File: src/rtl/imem_access_arbiter_pkg.sv
// Shared types and defaults for the instruction-memory access arbiter.
// The optional fetch alignment check is enabled by defining IMEM_ALIGN_CHECK_EN.
package imem_access_arbiter_pkg;

    typedef enum logic {
        BOOT = 1'b0,
        RUN  = 1'b1
    } arb_state_e;

    localparam int          DEPTH_DEF        = 512;
    localparam int          STARVE_LIMIT_DEF = 4;
    localparam logic [31:0] NOP              = 32'h0;

endpackage

File: src/rtl/imem_access_arbiter_if.sv
// Fetch, loader and single-port memory signals shared between the arbiter and its neighbours.
// The slave modport is the arbiter's view; master is the requester/memory side.
interface imem_access_arbiter_if
    import imem_access_arbiter_pkg::*;
#(
    parameter int DEPTH = DEPTH_DEF
);
    localparam int AW = $clog2(DEPTH);

    logic          BootDone;
    logic          FetchReq;
    logic [31:0]   FetchAddr;
    logic          FetchValid;
    logic [31:0]   FetchInstr;
    logic          FetchStall;
    logic          LoadReq;
    logic [31:0]   LoadAddr;
    logic [31:0]   LoadData;
    logic          LoadAck;
    logic [AW-1:0] MemAddr;
    logic          MemWrEn;
    logic [31:0]   MemWrData;
    logic [31:0]   MemRdData;
    logic          AlignErr;

    modport slave (
        input  BootDone, FetchReq, FetchAddr, LoadReq, LoadAddr, LoadData, MemRdData,
        output FetchValid, FetchInstr, FetchStall, LoadAck, MemAddr, MemWrEn, MemWrData, AlignErr
    );

    modport master (
        output BootDone, FetchReq, FetchAddr, LoadReq, LoadAddr, LoadData, MemRdData,
        input  FetchValid, FetchInstr, FetchStall, LoadAck, MemAddr, MemWrEn, MemWrData, AlignErr
    );

endinterface

File: src/rtl/imem_grant_ctl.sv
// BOOT/RUN state machine and starvation counter deciding which requester owns the memory port.
// Grants are suppressed combinationally while rst_i is high.
module imem_grant_ctl
    import imem_access_arbiter_pkg::*;
#(
    parameter int STARVE_LIMIT = STARVE_LIMIT_DEF
) (
    input  logic clk_i,
    input  logic rst_i,
    input  logic boot_done_i,
    input  logic fetch_req_i,
    input  logic load_req_i,
    output logic load_grant_o,
    output logic fetch_grant_o
);
    localparam int            CW    = $clog2(STARVE_LIMIT + 1);
    localparam logic [CW-1:0] LIMIT = CW'(STARVE_LIMIT);

    arb_state_e    state_q, state_d;
    logic [CW-1:0] starve_q, starve_d;
    logic          force_fetch;

    // NOTE: state registers take <= so every flop samples pre-edge values regardless of block order.
    always_ff @(posedge clk_i) begin
        if (rst_i) begin
            state_q  <= BOOT;
            starve_q <= '0;
        end else begin
            state_q  <= state_d;
            starve_q <= starve_d;
        end
    end

    // NOTE: every output of this block is defaulted first so no path can leave one unassigned (no latch).
    always_comb begin
        state_d       = state_q;
        starve_d      = starve_q;
        load_grant_o  = 1'b0;
        fetch_grant_o = 1'b0;
        force_fetch   = 1'b0;
        if (!rst_i) begin
            unique case (state_q)
                BOOT: begin
                    load_grant_o = load_req_i;
                    starve_d     = '0;
                    if (boot_done_i) state_d = RUN;
                end
                RUN: begin
                    force_fetch   = fetch_req_i && (starve_q == LIMIT);
                    load_grant_o  = load_req_i && !force_fetch;
                    fetch_grant_o = fetch_req_i && !load_grant_o;
                    // Counts only loader wins over a waiting fetch; any gap in FetchReq forgives the debt.
                    if (fetch_grant_o || !fetch_req_i) starve_d = '0;
                    else if (starve_q != LIMIT)        starve_d = starve_q + 1'b1;
                end
                default: state_d = BOOT;
            endcase
        end
    end

endmodule

File: src/rtl/imem_access_arbiter.sv
// Arbitrates a single-port synchronous-read instruction memory between fetch and program loader.
// Define IMEM_ALIGN_CHECK_EN to flag misaligned fetches (sticky AlignErr, NOP returned).
module imem_access_arbiter
    import imem_access_arbiter_pkg::*;
#(
    parameter int DEPTH        = DEPTH_DEF,
    parameter int STARVE_LIMIT = STARVE_LIMIT_DEF
) (
    input  logic                 Clk,
    input  logic                 Rst,
    imem_access_arbiter_if.slave bus
);
    localparam int AW = $clog2(DEPTH);

    logic          load_grant, fetch_grant;
    logic [AW-1:0] load_idx, fetch_idx;
    logic [AW-1:0] mem_addr_q, mem_addr_d;
    logic          fetch_valid_q;

    imem_grant_ctl #(
        .STARVE_LIMIT (STARVE_LIMIT)
    ) u_grant_ctl (
        .clk_i         (Clk),
        .rst_i         (Rst),
        .boot_done_i   (bus.BootDone),
        .fetch_req_i   (bus.FetchReq),
        .load_req_i    (bus.LoadReq),
        .load_grant_o  (load_grant),
        .fetch_grant_o (fetch_grant)
    );

    assign load_idx  = bus.LoadAddr[AW+1:2];
    assign fetch_idx = bus.FetchAddr[AW+1:2];

    // The memory address lingers on the last granted index when the port is idle.
    always_comb begin
        mem_addr_d = mem_addr_q;
        if (Rst)              mem_addr_d = '0;
        else if (load_grant)  mem_addr_d = load_idx;
        else if (fetch_grant) mem_addr_d = fetch_idx;
    end

    always_ff @(posedge Clk) begin
        if (Rst) begin
            mem_addr_q    <= '0;
            fetch_valid_q <= 1'b0;
        end else begin
            mem_addr_q    <= mem_addr_d;
            fetch_valid_q <= fetch_grant;
        end
    end

    assign bus.MemAddr    = mem_addr_d;
    assign bus.MemWrEn    = load_grant;
    assign bus.MemWrData  = load_grant ? bus.LoadData : NOP;
    assign bus.LoadAck    = load_grant;
    assign bus.FetchStall = bus.FetchReq && !fetch_grant;
    assign bus.FetchValid = fetch_valid_q && !Rst;

`ifdef IMEM_ALIGN_CHECK_EN
    logic misalign_q, align_err_q;
    logic unused_addr_bits;

    always_ff @(posedge Clk) begin
        if (Rst) begin
            misalign_q  <= 1'b0;
            align_err_q <= 1'b0;
        end else begin
            misalign_q  <= fetch_grant && (bus.FetchAddr[1:0] != 2'b00);
            align_err_q <= align_err_q || (fetch_grant && (bus.FetchAddr[1:0] != 2'b00));
        end
    end

    assign bus.FetchInstr = (bus.FetchValid && !misalign_q) ? bus.MemRdData : NOP;
    assign bus.AlignErr   = align_err_q && !Rst;
    assign unused_addr_bits = ^{bus.FetchAddr[31:AW+2], bus.LoadAddr[31:AW+2], bus.LoadAddr[1:0]};
`else
    logic unused_addr_bits;

    assign bus.FetchInstr = bus.FetchValid ? bus.MemRdData : NOP;
    assign bus.AlignErr   = 1'b0;
    assign unused_addr_bits = ^{bus.FetchAddr[31:AW+2], bus.FetchAddr[1:0],
                                bus.LoadAddr[31:AW+2], bus.LoadAddr[1:0]};
`endif

endmodule

File: src/flat_wrapper.sv
// flat-port wrapper written by rule: the top's interface ports become plain ports
module imem_access_arbiter_flat import imem_access_arbiter_pkg::*;
#(
    parameter int DEPTH        = DEPTH_DEF,
    parameter int STARVE_LIMIT = STARVE_LIMIT_DEF
)
  (Clk, Rst, bus_BootDone, bus_FetchReq, bus_FetchAddr, bus_LoadReq, bus_LoadAddr, bus_LoadData, bus_MemRdData, bus_FetchValid, bus_FetchInstr, bus_FetchStall, bus_LoadAck, bus_MemAddr, bus_MemWrEn, bus_MemWrData, bus_AlignErr);
  imem_access_arbiter_if #(.DEPTH(DEPTH)) bus_i ();
  input  logic Clk;
  input  logic Rst;
  input wire logic [$bits(bus_i.BootDone)-1:0] bus_BootDone;
  input wire logic [$bits(bus_i.FetchReq)-1:0] bus_FetchReq;
  input wire logic [$bits(bus_i.FetchAddr)-1:0] bus_FetchAddr;
  input wire logic [$bits(bus_i.LoadReq)-1:0] bus_LoadReq;
  input wire logic [$bits(bus_i.LoadAddr)-1:0] bus_LoadAddr;
  input wire logic [$bits(bus_i.LoadData)-1:0] bus_LoadData;
  input wire logic [$bits(bus_i.MemRdData)-1:0] bus_MemRdData;
  output wire logic [$bits(bus_i.FetchValid)-1:0] bus_FetchValid;
  output wire logic [$bits(bus_i.FetchInstr)-1:0] bus_FetchInstr;
  output wire logic [$bits(bus_i.FetchStall)-1:0] bus_FetchStall;
  output wire logic [$bits(bus_i.LoadAck)-1:0] bus_LoadAck;
  output wire logic [$bits(bus_i.MemAddr)-1:0] bus_MemAddr;
  output wire logic [$bits(bus_i.MemWrEn)-1:0] bus_MemWrEn;
  output wire logic [$bits(bus_i.MemWrData)-1:0] bus_MemWrData;
  output wire logic [$bits(bus_i.AlignErr)-1:0] bus_AlignErr;
  assign bus_i.BootDone = bus_BootDone;
  assign bus_i.FetchReq = bus_FetchReq;
  assign bus_i.FetchAddr = bus_FetchAddr;
  assign bus_i.LoadReq = bus_LoadReq;
  assign bus_i.LoadAddr = bus_LoadAddr;
  assign bus_i.LoadData = bus_LoadData;
  assign bus_i.MemRdData = bus_MemRdData;
  assign bus_FetchValid = bus_i.FetchValid;
  assign bus_FetchInstr = bus_i.FetchInstr;
  assign bus_FetchStall = bus_i.FetchStall;
  assign bus_LoadAck = bus_i.LoadAck;
  assign bus_MemAddr = bus_i.MemAddr;
  assign bus_MemWrEn = bus_i.MemWrEn;
  assign bus_MemWrData = bus_i.MemWrData;
  assign bus_AlignErr = bus_i.AlignErr;
  imem_access_arbiter #(.DEPTH(DEPTH), .STARVE_LIMIT(STARVE_LIMIT)) u_core (.Clk(Clk), .Rst(Rst), .bus(bus_i));
endmodule
File: config.mk
export PLATFORM = sky130hd
export DESIGN_NAME = imem_access_arbiter_flat
export DESIGN_NICKNAME = d
export VERILOG_FILES = /design/src/rtl/imem_access_arbiter_pkg.sv /design/src/rtl/imem_access_arbiter_if.sv /design/src/rtl/imem_grant_ctl.sv /design/src/rtl/imem_access_arbiter.sv /design/src/flat_wrapper.sv
export SDC_FILE = /design/constraint.sdc
export NUM_CORES = 1
export LEC_CHECK = 0
export ABC_AREA = 0
export CORE_AREA = 2 2 82 84
export CTS_BUF_LIST = sky130_fd_sc_hd__clkbuf_8
export DETAILED_ROUTE_END_ITERATION = 10
export DIE_AREA = 0 0 84 86
export HOLD_SLACK_MARGIN = 0.12
export PLACE_DENSITY_LB_ADDON = 0.12
export SLEW_MARGIN = 20
export SYNTH_ARGS = -nofsm -noshare
export SYNTH_HDL_FRONTEND = slang
export SYNTH_HIERARCHICAL = 1
export SYNTH_SLANG_ARGS = --single-unit
File: constraint.sdc
create_clock -name Clk -period 2.2 [get_ports Clk]
set_input_delay 0.33 -clock Clk [delete_from_list [all_inputs] [get_ports Clk]]
set_output_delay 0.33 -clock Clk [all_outputs]
set_load 0.02 [all_outputs]
==> Flow_metrics.wiki, run 1 <==
{| class="wikitable"
! Metric !! Value
|-
| Status || finished with violations
|-
| Violations in the final reports || negative setup slack
|-
| Hold Path Origin || u_core/u_grant_ctl/starve_q[0]
|-
| Layout cell share with drive strength beyond 1 || 0.444
|-
| Maximum vdd ir drop || 0.227 mV
|-
| Post-placement cell area || 3230 um2
|-
| I/O pin total || 211
|-
| Maximum fanout encountered on the critical timing path || 5
|-
| CP cell instances || inv_2 > ha_4 > and2_4 > a311oi_4 > buf_6 > buf_6 > clkbuf_16 > and2_4 > buf_6
|-
| Syn avg cell area || 8.10 um2
|-
| Cell at the root of the clock tree || clkbuf_8
|-
| Yosys top cell area share || 0.332
|-
| Cells after Synth || 149
|-
| Number of port buffers || 163
|-
| Worst skew pair latency || around 0.25 ns
|-
| Buffering stage count on the worst path with inverters included || 5
|-
| Aggregate global routing overflow || 0
|-
| Highest-count cells in the layout ignoring fill and taps || clkdlybuf4s50_1, buf_6, and2_1
|-
| Crit path time final || ~2.3 ns
|-
| Number of endpoints with negative hold slack in the final report || 0
|-
| Maximum achievable frequency || 437 MHz
|-
| Post-synthesis cell area || 1210 um2
|-
| Highest-utilization routing layer at the global route stage || met2
|-
| Endpoint required time on the critical path || roughly 1.9 ns
|-
| Global-route wire length before repair || 8180 um
|-
| WL/cell || 12.9 um
|-
| Placed cell count || 405
|-
| Slowest library cell on the worst path || a311oi_4
|-
| Number of antenna violations at the first check in global routing || 0
|-
| Clk sink count || 14
|-
| Synthesis Warnings || 6
|-
| Leakage power of the design || 1.69 nW
|-
| Nature of the critical path endpoint || output port
|-
| Number of global-route vias before repair || ~1800
|-
| Met1 layer usage reported by global route || 0.152
|-
| Weighted congestion reported at the end of routability-driven placement || 0.685
|-
| Diodes inserted || 0
|-
| Crit-path leading delay family || buffers and inverters
|-
| Largest area contributor in the netlist || and2_1
|-
| Data arrival time at the worst-slack endpoint || between 1.5 and 2 ns
|-
| Layout Cell Area excl Fill || 3600 um2
|-
| Maximum single-stage delay on the critical path || 0.35 ns
|-
| Startpoint of the worst setup timing path || u_core/u_grant_ctl/starve_q[0]
|-
| Area occupied by registers || about 280 um2
|-
| Period utilization || 1.04
|-
| Post-DR vias/cell || 4.20
|-
| Number of buffers on the longest clock path || 2
|-
| Crit Reg-Reg Startpoint || u_core/u_grant_ctl/starve_q[0]
|-
| Netlist cell types || 24
|-
| Core region area || 6280 um2
|-
| Die Y || 86 um
|-
| R2R Setup Slk || about 0.30 ns
|-
| Iteration-0 DRC Markers || 13
|-
| Multi-input logic area || 1130 um2
|-
| Share of synthesized area occupied by flip-flops and latches || 0.232
|-
| Skew final || 0.00570 ns
|-
| H-tree level count || 1
|-
| Pin count of the biggest net entering global routing || 22
|-
| Count of endpoints failing setup in the final report || 30
|-
| Number of cells in the finished layout apart from fillers || ~420
|-
| Worst path setup slack after routing || -0.0863 ns
|-
| Post-detailed-route DRC marker count || 0
|-
| Wirelength, routed || between 5000 and 6000 um
|-
| Flop and latch count out of synthesis || 14
|-
| Placed wire-length estimate || 4300 um
|-
| Crit Path Class || flop to output port
|-
| TritonCTS clock tree || yes
|-
| GR Util met2 || 0.258
|-
| Pre-antenna DRT Iters || 3
|-
| Number of CTS-inserted buffers || 3
|-
| Setup repair after global routing missed its margin || true
|-
| Worst hold path type || flop to flop
|-
| Total global-route track usage || 0.140
|-
| Final Max Slew Viols || 0
|-
| Die ar. || 7220 um2
|-
| Antenna Violating Nets Remaining || 0
|-
| Syn Nets || 284
|-
| Met3 routing resource usage after global routing || 0.0452
|-
| Site row count || 29
|-
| Ratio of total power to cell area || around 290 nW/um2
|-
| Crit path top cell by count || buf_6
|-
| Maximum Capacitance Violations || 0
|-
| Layout Area Growth over Synthesis || 199%
|-
| X dimension of the die || 84 um
|-
| Routed via count || 1751
|-
| Top cells by area in the synthesized netlist || and2_1, dfxtp_1, a211oi_1
|-
| Initial Utilization || 0.192
|-
| Post-CTS clock slew at the launch and capture registers of the worst setup and hold paths || 0.07 ns
|-
| Nets || ~480
|-
| Number of fill cells in the layout || 559
|-
| Startpoint kind of the worst setup timing path || flop
|-
| Most common cell after layout, fill and taps aside || clkdlybuf4s50_1
|}
repair_timing:
item                                    CTS  global route
pin swaps                                 4             2
setup buffers                             5             1
gates cloned                              1             2
resized for setup                       252            68
endpoints found under the setup margin   44            55
hold buffers                              0             0
worst paths after layout:
path,endpoint,depth (start not counted)
setup / recovery,bus_MemWrData[0],9
hold / removal,u_core/u_grant_ctl/starve_q[0],2
setup reg to reg,u_core/mem_addr_q[1],9
hold reg to reg,u_core/u_grant_ctl/starve_q[0],2
cell type report:
type | instances | area share
Clock buffer | 4 | 0.0153
Timing Repair Buffer | 200 | 0.562
Multi-Input combinational cell | 118 | 0.313
Tap cell | 77 | 0.0268
Inverter | 4 | 0.00417
Sequential cell | 14 | 0.0785
per-stage QoR:
| step | hold WS (ns) | utilization | setup slack [ns] | TNS (ns) | power, W |
|---|---|---|---|---|---|
| finish | 0.512 | 0.574 | -0.0863 | -2.11 | 0.00104 |
| global placement | 0.489 | 0.515 | -0.547 | -21.41 | 0.000721 |
| global route | 0.541 | 0.574 | -0.176 | -5.10 | 0.00110 |
| CTS | 0.515 | 0.540 | -0.156 | -1.54 | 0.00101 |
| detailed placement | 0.495 | 0.515 | -0.548 | -21.12 | 0.000724 |
| floorplan | 0.401 | - | 0.000953 | 0 | 0.000449 |
cells in the mapped netlist (all sizes together):
| master | instances |
|---|---|
| dfxtp | 14 |
| clkbuf | 5 |
| nor2 | 2 |
| ha | 2 |
| nor2b | 11 |
| inv | 4 |
| a311oi | 1 |
| buf | 8 |
| a211oi | 19 |
| xnor2 | 1 |
| and2 | 65 |
| nor3 | 2 |
| nand2 | 2 |
| conb | 1 |
| nand4b | 1 |
| mux2i | 9 |
| nor3b | 1 |
| and2b | 1 |
flip-flops by register name, indices dropped and copies added, names as in the netlist:
signal / count
u_core/mem_addr_q: 9
u_core/u_grant_ctl/starve_q: 3
u_core/fetch_valid_q: 1
u_core/u_grant_ctl/state_q: 1
where the power goes:
group	total, W	internal [W]	switching, W
clock	0.000263	0.000159	0.000104
combinational	0.000508	0.000319	0.000189
sequential	0.000274	0.000267	0.00000624
total	0.00104	0.000745	0.000299
layer usage:
| layer | up-vias | wire length (um) | part of all wire |
|---|---|---|---|
| li1 | 860 | - | - |
| met1 | 767 | 2020 | 0.37 |
| met2 | 117 | 2740 | 0.51 |
| met3 | 7 | 557 | 0.10 |
| met4 | 0 | 88 | 0.016 |
| met5 | - | 0 | 0 |
worst min-delay path, delay by kind of cell, from the launching register on:
family	cells	cell delay (ns)
flops	1	0.33
buf+inv	1	0.10
simple gates	1	0.04
cell families (layout without fill, tap and decap cells):
logic type                 Yosys count  count (layout)  synth area share
other                                1               1           0.00311
AOI/OAI and AO/OA                   20              20             0.131
muxes                                9               9            0.0747
DFF                                 14              14             0.232
adders and majority gates            2               2            0.0207
buffers and inverters               17             208            0.0736
xor gates and xnor gates             1               1           0.00726
and+or+nand+nor                     85              85             0.457
Note: power is estimated with default switching activity, not from simulation.
==> run 2: changes to the inputs <==
ABC_CLOCK_PERIOD_IN_PS = 2600   (was default)
clock period = 2.6 ns   (was 2.2 ns; I/O delays follow)
==> run 2 against run 1 <==
The run now ends clean; sequential share of layout area increased by 1.3 points; non-clock buffer count decreased by 14; hold slack improved by 0.0032 ns; final cell count decreased by 3.6%; clock skew decreased by 0.0023 ns; global-route usage increased by 0.12 points; critical path type is now input port to output port; largest cell class unchanged; highest routed layer unchanged.
==> Flow_metrics.wiki, run 2 (synthesis gave the netlist of run 1 again) <==
{| class="wikitable"
! Metric !! Value
|-
| Status || completed
|-
| Maximum fanout encountered on the critical timing path || 6 (+1)
|-
| Layout Cell Area excl Fill || 3070 um2 (-15%)
|-
| Cell at the root of the clock tree || clkbuf_8
|-
| Site row count || 29 (unchanged)
|-
| Crit path top cell by count || clkdlybuf4s50_1
|-
| Placed wire-length estimate || 4510 um (+5.0%)
|-
| Nature of the critical path endpoint || output port
|-
| Core region area || 6280 um2 (unchanged)
|-
| Largest registers || u_core/mem_addr_q: 9 flops, u_core/u_grant_ctl/starve_q: 3 flops
|-
| Layout Area Growth over Synthesis || 155%
|-
| Post-CTS clock slew at the launch and capture registers of the worst setup and hold paths || 0.05 ns (-0.02 ns)
|-
| TritonCTS clock tree || yes
|-
| Worst hold path type || flop to flop
|-
| Number of antenna violations at the first check in global routing || 0 (unchanged)
|-
| Overall power || 0.000729 W (-30%)
|-
| Max FFs per register || 9 (unchanged)
|-
| Number of port buffers || 163 (unchanged)
|-
| Routed via count || 1675 (-4.3%)
|-
| Number of endpoints with negative hold slack in the final report || 0 (unchanged)
|-
| CP cell instances || clkdlybuf4s50_1 > buf_4 > a311oi_4 > buf_6 > clkdlybuf4s50_1
|-
| Slowest library cell on the worst path || clkdlybuf4s50_1
|-
| H-tree level count || 1 (unchanged)
|-
| Maximum single-stage delay on the critical path || 0.60 ns (+0.25 ns)
|-
| Ratio of total power to cell area || 237 nW/um2 (-18%)
|-
| Skew final || 0.00341 ns (-0.00229 ns)
|-
| Iteration-0 DRC Markers || 11 (-2)
|-
| Aggregate global routing overflow || 0 (unchanged)
|-
| Pre-antenna DRT Iters || 4 (+1)
|-
| Highest-count cells in the layout ignoring fill and taps || clkdlybuf4s50_1, and2_1, dlymetal6s2s_1
|-
| Endpoint required time on the critical path || 2.21 ns (+0.34 ns)
|-
| Die Y || 86 um (unchanged)
|-
| Count of endpoints failing setup in the final report || 0 (-100%)
|-
| Wirelength, routed || 5360 um (-0.67%)
|-
| Number of fill cells in the layout || 610 (+9.1%)
|-
| Worst skew pair latency || 0.24 ns (about the same)
|-
| Number of cells in the finished layout apart from fillers || 402 (-3.6%)
|-
| Leakage power of the design || 1.76 nW (+4.3%)
|-
| Antenna Violating Nets Remaining || 0 (unchanged)
|-
| Post-placement cell area || 3070 um2 (-4.9%)
|-
| Maximum achievable frequency || 397 MHz
|-
| X dimension of the die || 84 um (unchanged)
|-
| Clk sink count || 14 (unchanged)
|-
| Total global-route track usage || 0.142 (+0.00121)
|-
| Worst hold slack across all endpoints || 0.515 ns (+0.00319 ns)
|-
| Crit Path Class || input port to output port
|-
| Number of global-route vias before repair || 1718 (-3.4%)
|-
| Post-detailed-route DRC marker count || 0 (unchanged)
|-
| Placed cell count || 399 (-1.5%)
|-
| Number of CTS-inserted buffers || 3 (unchanged)
|-
| Pin count of the biggest net entering global routing || 34 (+55%)
|-
| Post-Route Setup TNS || 0 ns (+2.11 ns)
|-
| Startpoint kind of the worst setup timing path || input port
|-
| Weighted congestion reported at the end of routability-driven placement || 0.840 (+22%)
|-
| Period utilization || 0.970
|-
| Crit path time final || between 2 and 3 ns
|-
| Nets || 462 (-2.9%)
|-
| Final Max Slew Viols || 0 (unchanged)
|-
| WL/cell || 13.3 um (+3.0%)
|-
| Maximum vdd ir drop || 0.186 mV (-18%)
|-
| Post-DR vias/cell || 4.17 (-0.77%)
|-
| Diodes inserted || 0 (unchanged)
|-
| I/O pin total || 211 (unchanged)
|-
| Data arrival time at the worst-slack endpoint || 2.13 ns (+0.17 ns)
|-
| Maximum Capacitance Violations || 0 (unchanged)
|-
| Reg with most FFs || u_core/mem_addr_q
|-
| Global-route wire length before repair || 8200 um (+0.17%)
|-
| Die ar. || 7220 um2 (unchanged)
|-
| Layout cell share with drive strength beyond 1 || 0.182 (-0.263)
|-
| R2R Setup Slk || 0.87 ns (+0.57 ns)
|-
| Number of buffers on the longest clock path || 2 (unchanged)
|-
| Initial Utilization || 0.192 (unchanged)
|-
| Most common cell after layout, fill and taps aside || clkdlybuf4s50_1
|}
## run 2: cell types whose count changed in the layout (fill, tap and decap cells not counted), moves of 9 or more
| cell | delta |
|---|---|
| and2_4 | -29 |
| dlygate4sd2_1 | +9 |
| clkdlybuf4s15_1 | +9 |
| dlymetal6s2s_1 | +14 |
| and2_1 | +29 |
| mux2i_1 | +9 |
| clkbuf_2 | +22 |
| buf_6 | -41 |
| clkdlybuf4s50_1 | -15 |
| a211oi_4 | -9 |
| mux2i_2 | -9 |
## run 2: worst max-delay path, delay by kind of cell
kind	cells	cell delay, ns
AOI/OAI and AO/OA	1	0.37
buffers and inverters	4	1.37
## run 2: what timing repair did
action                                  in CTS  in global routing
hold buffers                                 0                  0
endpoints found under the setup margin      47                 66
gates cloned                                 0                  0
pin swaps                                    0                  1
buffers inserted                             0                  0
resized for setup                           50                 93
## run 2: worst paths after layout
path                                    endpoint  cells after the start                           start
setup / recovery                     bus_LoadAck                      5                    bus_FetchReq
hold / removal    u_core/u_grant_ctl/starve_q[0]                      2  u_core/u_grant_ctl/starve_q[0]
setup reg to reg            u_core/mem_addr_q[4]                      8  u_core/u_grant_ctl/starve_q[0]
hold reg to reg   u_core/u_grant_ctl/starve_q[0]                      2  u_core/u_grant_ctl/starve_q[0]
## run 2: cell type report
class                   instances  area (um2)  area share
repair buffers                186        1770       0.577
clock buffers                   3        41.3      0.0134
inverters                       4        17.5     0.00570
flip-flops and latches         14         280      0.0912
multi-input cells             118         863       0.281
well taps                      77        96.3      0.0314
## run 2: routing by layer
metal | track usage | up-vias | routed length [um]
met3 | 0.0558 | 4 | 692
met1 | 0.150 | 707 | 1970
met5 | 0 | - | 0
li1 | - | 838 | -
met2 | 0.257 | 126 | 2630
met4 | 0.0484 | 0 | 66
## run 2: power by group
group          switching [W]  internal, W  total [W]  leakage [nW]
Clock              0.0000751     0.000102   0.000178        0.0216
Combinational       0.000126     0.000196   0.000322          1.62
Sequential        0.00000288     0.000226   0.000229         0.115
## run 2: through the flow
stage	setup slack [ns]	utilization
global placement	-0.259	0.489
global route	-0.0158	0.490
CTS	-0.00571	0.488
floorplan	-0.0916	-
finish	0.0790	0.490
detailed placement	-0.246	0.489
==> run 3: changes to the inputs <==
SYNTH_HIERARCHICAL = default   (was 1)
==> run 3 against run 2 <==
Combinational power grew 6.8%; final cell count grew 5.5%; sequential share of layout area shrank 0.16 points; synthesized area grew 4.9%; die area is the same; global-route usage grew 3.4 points; flip-flop and latch count is the same; critical path depth grew 2; critical path type unchanged; critical endpoint is now bus_MemAddr[0]; largest cell class unchanged; largest power group unchanged.
==> Flow_metrics.wiki, run 3 <==
{| class="wikitable"
! Metric !! Value
|-
| End point of the most critical hold path || u_core.u_grant_ctl.starve_q[0]
|-
| Aggregate global routing overflow || 0 (unchanged)
|-
| TritonCTS clock tree || yes
|-
| Period utilization || 0.979 (+0.00896)
|-
| Highest-count cells in the layout ignoring fill and taps || clkdlybuf4s50_1, and2_1, dlygate4sd2_1
|-
| Main combinational cell family by area after synthesis || simple AND/OR/NAND/NOR gates
|-
| H-tree level count || 1 (unchanged)
|-
| Number of fill cells in the layout || 650 (+6.6%)
|-
| Placed cell count || 417 (+4.5%)
|-
| Yosys top cell area share || 0.317 (-0.0154)
|-
| Wirelength, routed || 6520 um (+22%)
|-
| R2R Setup Slk || 0.92 ns (+0.05 ns)
|-
| Share of synthesized area occupied by flip-flops and latches || 0.222 (-0.0108)
|-
| Number of endpoints with negative hold slack in the final report || 0 (unchanged)
|-
| Top cells by area in the synthesized netlist || and2_1, dfxtp_1, a211oi_1
|-
| Die ar. || 7220 um2 (unchanged)
|-
| Final Max Slew Viols || 0 (unchanged)
|-
| Endpoint required time on the critical path || 2.21 ns (about the same)
|-
| Synth Flop Type || dfxtp_1
|-
| Maximum Capacitance Violations || 0 (unchanged)
|-
| Routed via count || 1843 (+10%)
|-
| Diodes inserted || 0 (unchanged)
|-
| Leading post-synthesis cells by instance count || and2_1, a211oi_1, dfxtp_1
|-
| Layout Area Growth over Synthesis || 147%
|-
| Proportion of synthesized flip-flops having asynchronous set or reset || 0 (unchanged)
|-
| Initial Utilization || 0.202 (+0.00937)
|-
| Antenna Violating Nets Remaining || 0 (unchanged)
|-
| Worst hold path type || flop to flop
|-
| Pin count of the biggest net entering global routing || 34 (unchanged)
|-
| Simple-gate share of the synthesized area || 0.406 (-0.0519)
|-
| Post-detailed-route DRC marker count || 0 (unchanged)
|-
| Reg2Reg Capture Point || u_core.mem_addr_q[6]
|-
| Site row count || 29 (unchanged)
|-
| Slowest library cell on the worst path || clkdlybuf4s50_1
|-
| Netlist cell types || 24 (unchanged)
|-
| Number of enable flip-flop cells after synthesis || 0 (unchanged)
|-
| Number of antenna violations at the first check in global routing || 2 (+2)
|-
| Post-DR vias/cell || 4.35 (+4.3%)
|-
| Number of cells in the finished layout apart from fillers || 424 (+5.5%)
|-
| Share of synthesized area spent on multiplexers || 0 (-0.0747)
|-
| Number of CTS-inserted buffers || 3 (unchanged)
|-
| Ratio of total power to cell area || 239 nW/um2 (+0.69%)
|-
| Reg with most FFs || u_core.mem_addr_q
|-
| Area occupied by registers || 280 um2 (unchanged)
|-
| Clk sink count || 14 (unchanged)
|-
| Number of port buffers || 163 (unchanged)
|-
| Placed wire-length estimate || 5420 um (+20%)
|-
| Adder and majority cell fraction of the synthesized area || 0.0198 (-0.000964)
|-
| Synthesis Warnings || 0 (-6)
|-
| Syn avg cell area || 7.44 um2 (-8.1%)
|-
| Global-route wire length before repair || 9900 um (+21%)
|-
| Multi-input logic area || 866 um2 (+0.29%)
|-
| WL/cell || 15.4 um (+15%)
|-
| Crit path time final || 2.54 ns (+0.0233 ns)
|-
| Cell at the root of the clock tree || clkbuf_8
|-
| Startpoint kind of the worst setup timing path || input port
|-
| Syn Nets || 305 (+7.4%)
|-
| Iteration-0 DRC Markers || 43 (+32)
|-
| Nets || 484 (+4.8%)
|-
| Most common cell after layout, fill and taps aside || clkdlybuf4s50_1
|-
| Worst skew pair latency || 0.24 ns (about the same)
|-
| Cell with the most instances after synthesis || and2_1
|-
| Cells after Synth || 170 (+14%)
|-
| Layout cell share with drive strength beyond 1 || 0.144 (-0.0374)
|-
| Nature of the critical path endpoint || output port
|-
| Post-synthesis cell area || 1260 um2 (+4.9%)
|-
| Share of the synthesized netlist area taken by xor and xnor gates || 0.00692 (-0.000338)
|-
| Core region area || 6280 um2 (unchanged)
|-
| Complex-gate fraction of the synthesized area || 0.235 (+0.105)
|-
| Maximum fanout encountered on the critical timing path || 10 (+4)
|-
| Maximum achievable frequency || 393 MHz (-0.92%)
|-
| Number of buffers on the longest clock path || 2 (unchanged)
|-
| Data arrival time at the worst-slack endpoint || 2.15 ns (+0.02 ns)
|-
| Die Y || 86 um (unchanged)
|-
| Crit Reg-Reg Startpoint || u_core.u_grant_ctl.starve_q[1]
|-
| Count of hold-fix buffers inserted at cts || 0 (unchanged)
|-
| Crit Path Class || input port to output port
|-
| Max FFs per register || 9 (unchanged)
|-
| Worst hold path cell count || 2 (unchanged)
|-
| Total global-route track usage || 0.175 (+0.0336)
|-
| Skew final || 0.00494 ns (+0.00152 ns)
|-
| Status || completed
|-
| Leakage power of the design || 1.41 nW (-20%)
|-
| Largest area contributor in the netlist || and2_1
|-
| Flop and latch count out of synthesis || 14 (unchanged)
|-
| Number of global-route vias before repair || 1684 (-2.0%)
|-
| I/O pin total || 211 (unchanged)
|-
| X dimension of the die || 84 um (unchanged)
|-
| Largest registers || u_core.mem_addr_q: 9 flops, u_core.u_grant_ctl.starve_q: 3 flops
|-
| CP cell instances || clkdlybuf4s50_1 > a21boi_4 > buf_4 > buf_12 > o32a_1 > a211oi_1 > buf_2
|-
| Worst path setup slack after routing || 0.0558 ns (-0.0233 ns)
|-
| Maximum vdd ir drop || 0.153 mV (-18%)
|-
| Crit-path leading delay family || buffers and inverters
|-
| Count of endpoints failing setup in the final report || 0 (unchanged)
|-
| Hold Path Origin || u_core.u_grant_ctl.starve_q[0]
|-
| Maximum single-stage delay on the critical path || 0.46 ns (-0.14 ns)
|-
| Cell depth of the worst flop-to-flop path || 7 (-1)
|-
| Pre-antenna DRT Iters || 4 (unchanged)
|-
| Post-placement worst setup slack || -0.392 ns (-0.145 ns)
|-
| Weighted congestion reported at the end of routability-driven placement || 0.796 (-5.2%)
|-
| Post-CTS clock slew at the launch and capture registers of the worst setup and hold paths || 0.05 ns (about the same)
|-
| Buffering stage count on the worst path with inverters included || 4 (unchanged)
|}
## run 3: cell count changes after synthesis, moves of 2 or more
cell      change
buf_2         +2
clkbuf_1      +3
clkbuf_2      -3
inv_1         +9
mux2i_1       -9
nor2_1        +4
nor2b_1       -9
nor3_1        +8
o21ai_1       +8
o32a_1        +9
## run 3: what timing repair did
action                     CTS  global route
setup buffers                4             0
gates resized for setup     72            18
setup endpoints to repair   42            14
cloned                       0             0
pin swaps                    0             1
## run 3: cells by family (layout without fill, tap and decap cells)
family	Yosys count	count (layout)
AO/OA/AOI/OAI	38	38
other	1	1
buffers and inverters	28	205
flip-flops	14	14
AND/OR/NAND/NOR	86	86
XOR/XNOR	1	1
adder cells (fa/ha/maj)	2	2
## run 3: cell type report
class	count	area share
multi-input combinational	128	0.277
inverter	12	0.0144
sequential	14	0.0896
timing repair buffer	190	0.575
tap	77	0.0308
clock buffer	3	0.0132
## run 3: metal layers
layer | vias to the layer above | GRT usage | share of wire
met5 | - | 0 | 0.0037
met4 | 4 | 0.0352 | 0.0038
met3 | 6 | 0.0876 | 0.13
met2 | 99 | 0.285 | 0.46
met1 | 805 | 0.210 | 0.41
li1 | 929 | - | -
## run 3: worst reg2reg max path, cell delays in order (launching register included)
cell      delay, ns
dfxtp_1        0.31
inv_1          0.05
ha_1           0.21
a21boi_4       0.09
buf_4          0.19
buf_12         0.14
o32a_1         0.36
a211oi_1       0.24
## run 3: worst max-delay path by stage
stage / end / start / depth (start not counted)
after floorplan: bus_MemAddr[7] / u_core.u_grant_ctl.starve_q[0] / 7
after global placement: bus_MemAddr[6] / Rst / 6
after detailed placement: bus_MemAddr[4] / Rst / 6
after CTS: bus_LoadAck / u_core.u_grant_ctl.starve_q[0] / 7
after global routing: bus_MemAddr[6] / bus_LoadReq / 7
final: bus_MemAddr[0] / bus_LoadReq / 7
## run 3: stage by stage
stage | hold slack [ns] | power (W) | utilization | instance area (um2) | setup TNS [ns]
2_1_floorplan | 0.417 | 0.000362 | - | 1260 | 0
3_3_place_gp | 0.493 | 0.000590 | 0.495 | 3110 | -7.39
3_5_place_dp | 0.503 | 0.000593 | 0.495 | 3110 | -7.53
4_1_cts | 0.510 | 0.000758 | 0.497 | 3120 | 0
5_1_grt | 0.547 | 0.000792 | 0.498 | 3130 | -0.0105
6_report | 0.507 | 0.000747 | 0.498 | 3130 | 0
## run 3: where the power goes
part | switching, W | internal, W
clock | 0.0000708 | 0.000102
sequential | 0.00000329 | 0.000226
combinational | 0.000137 | 0.000207
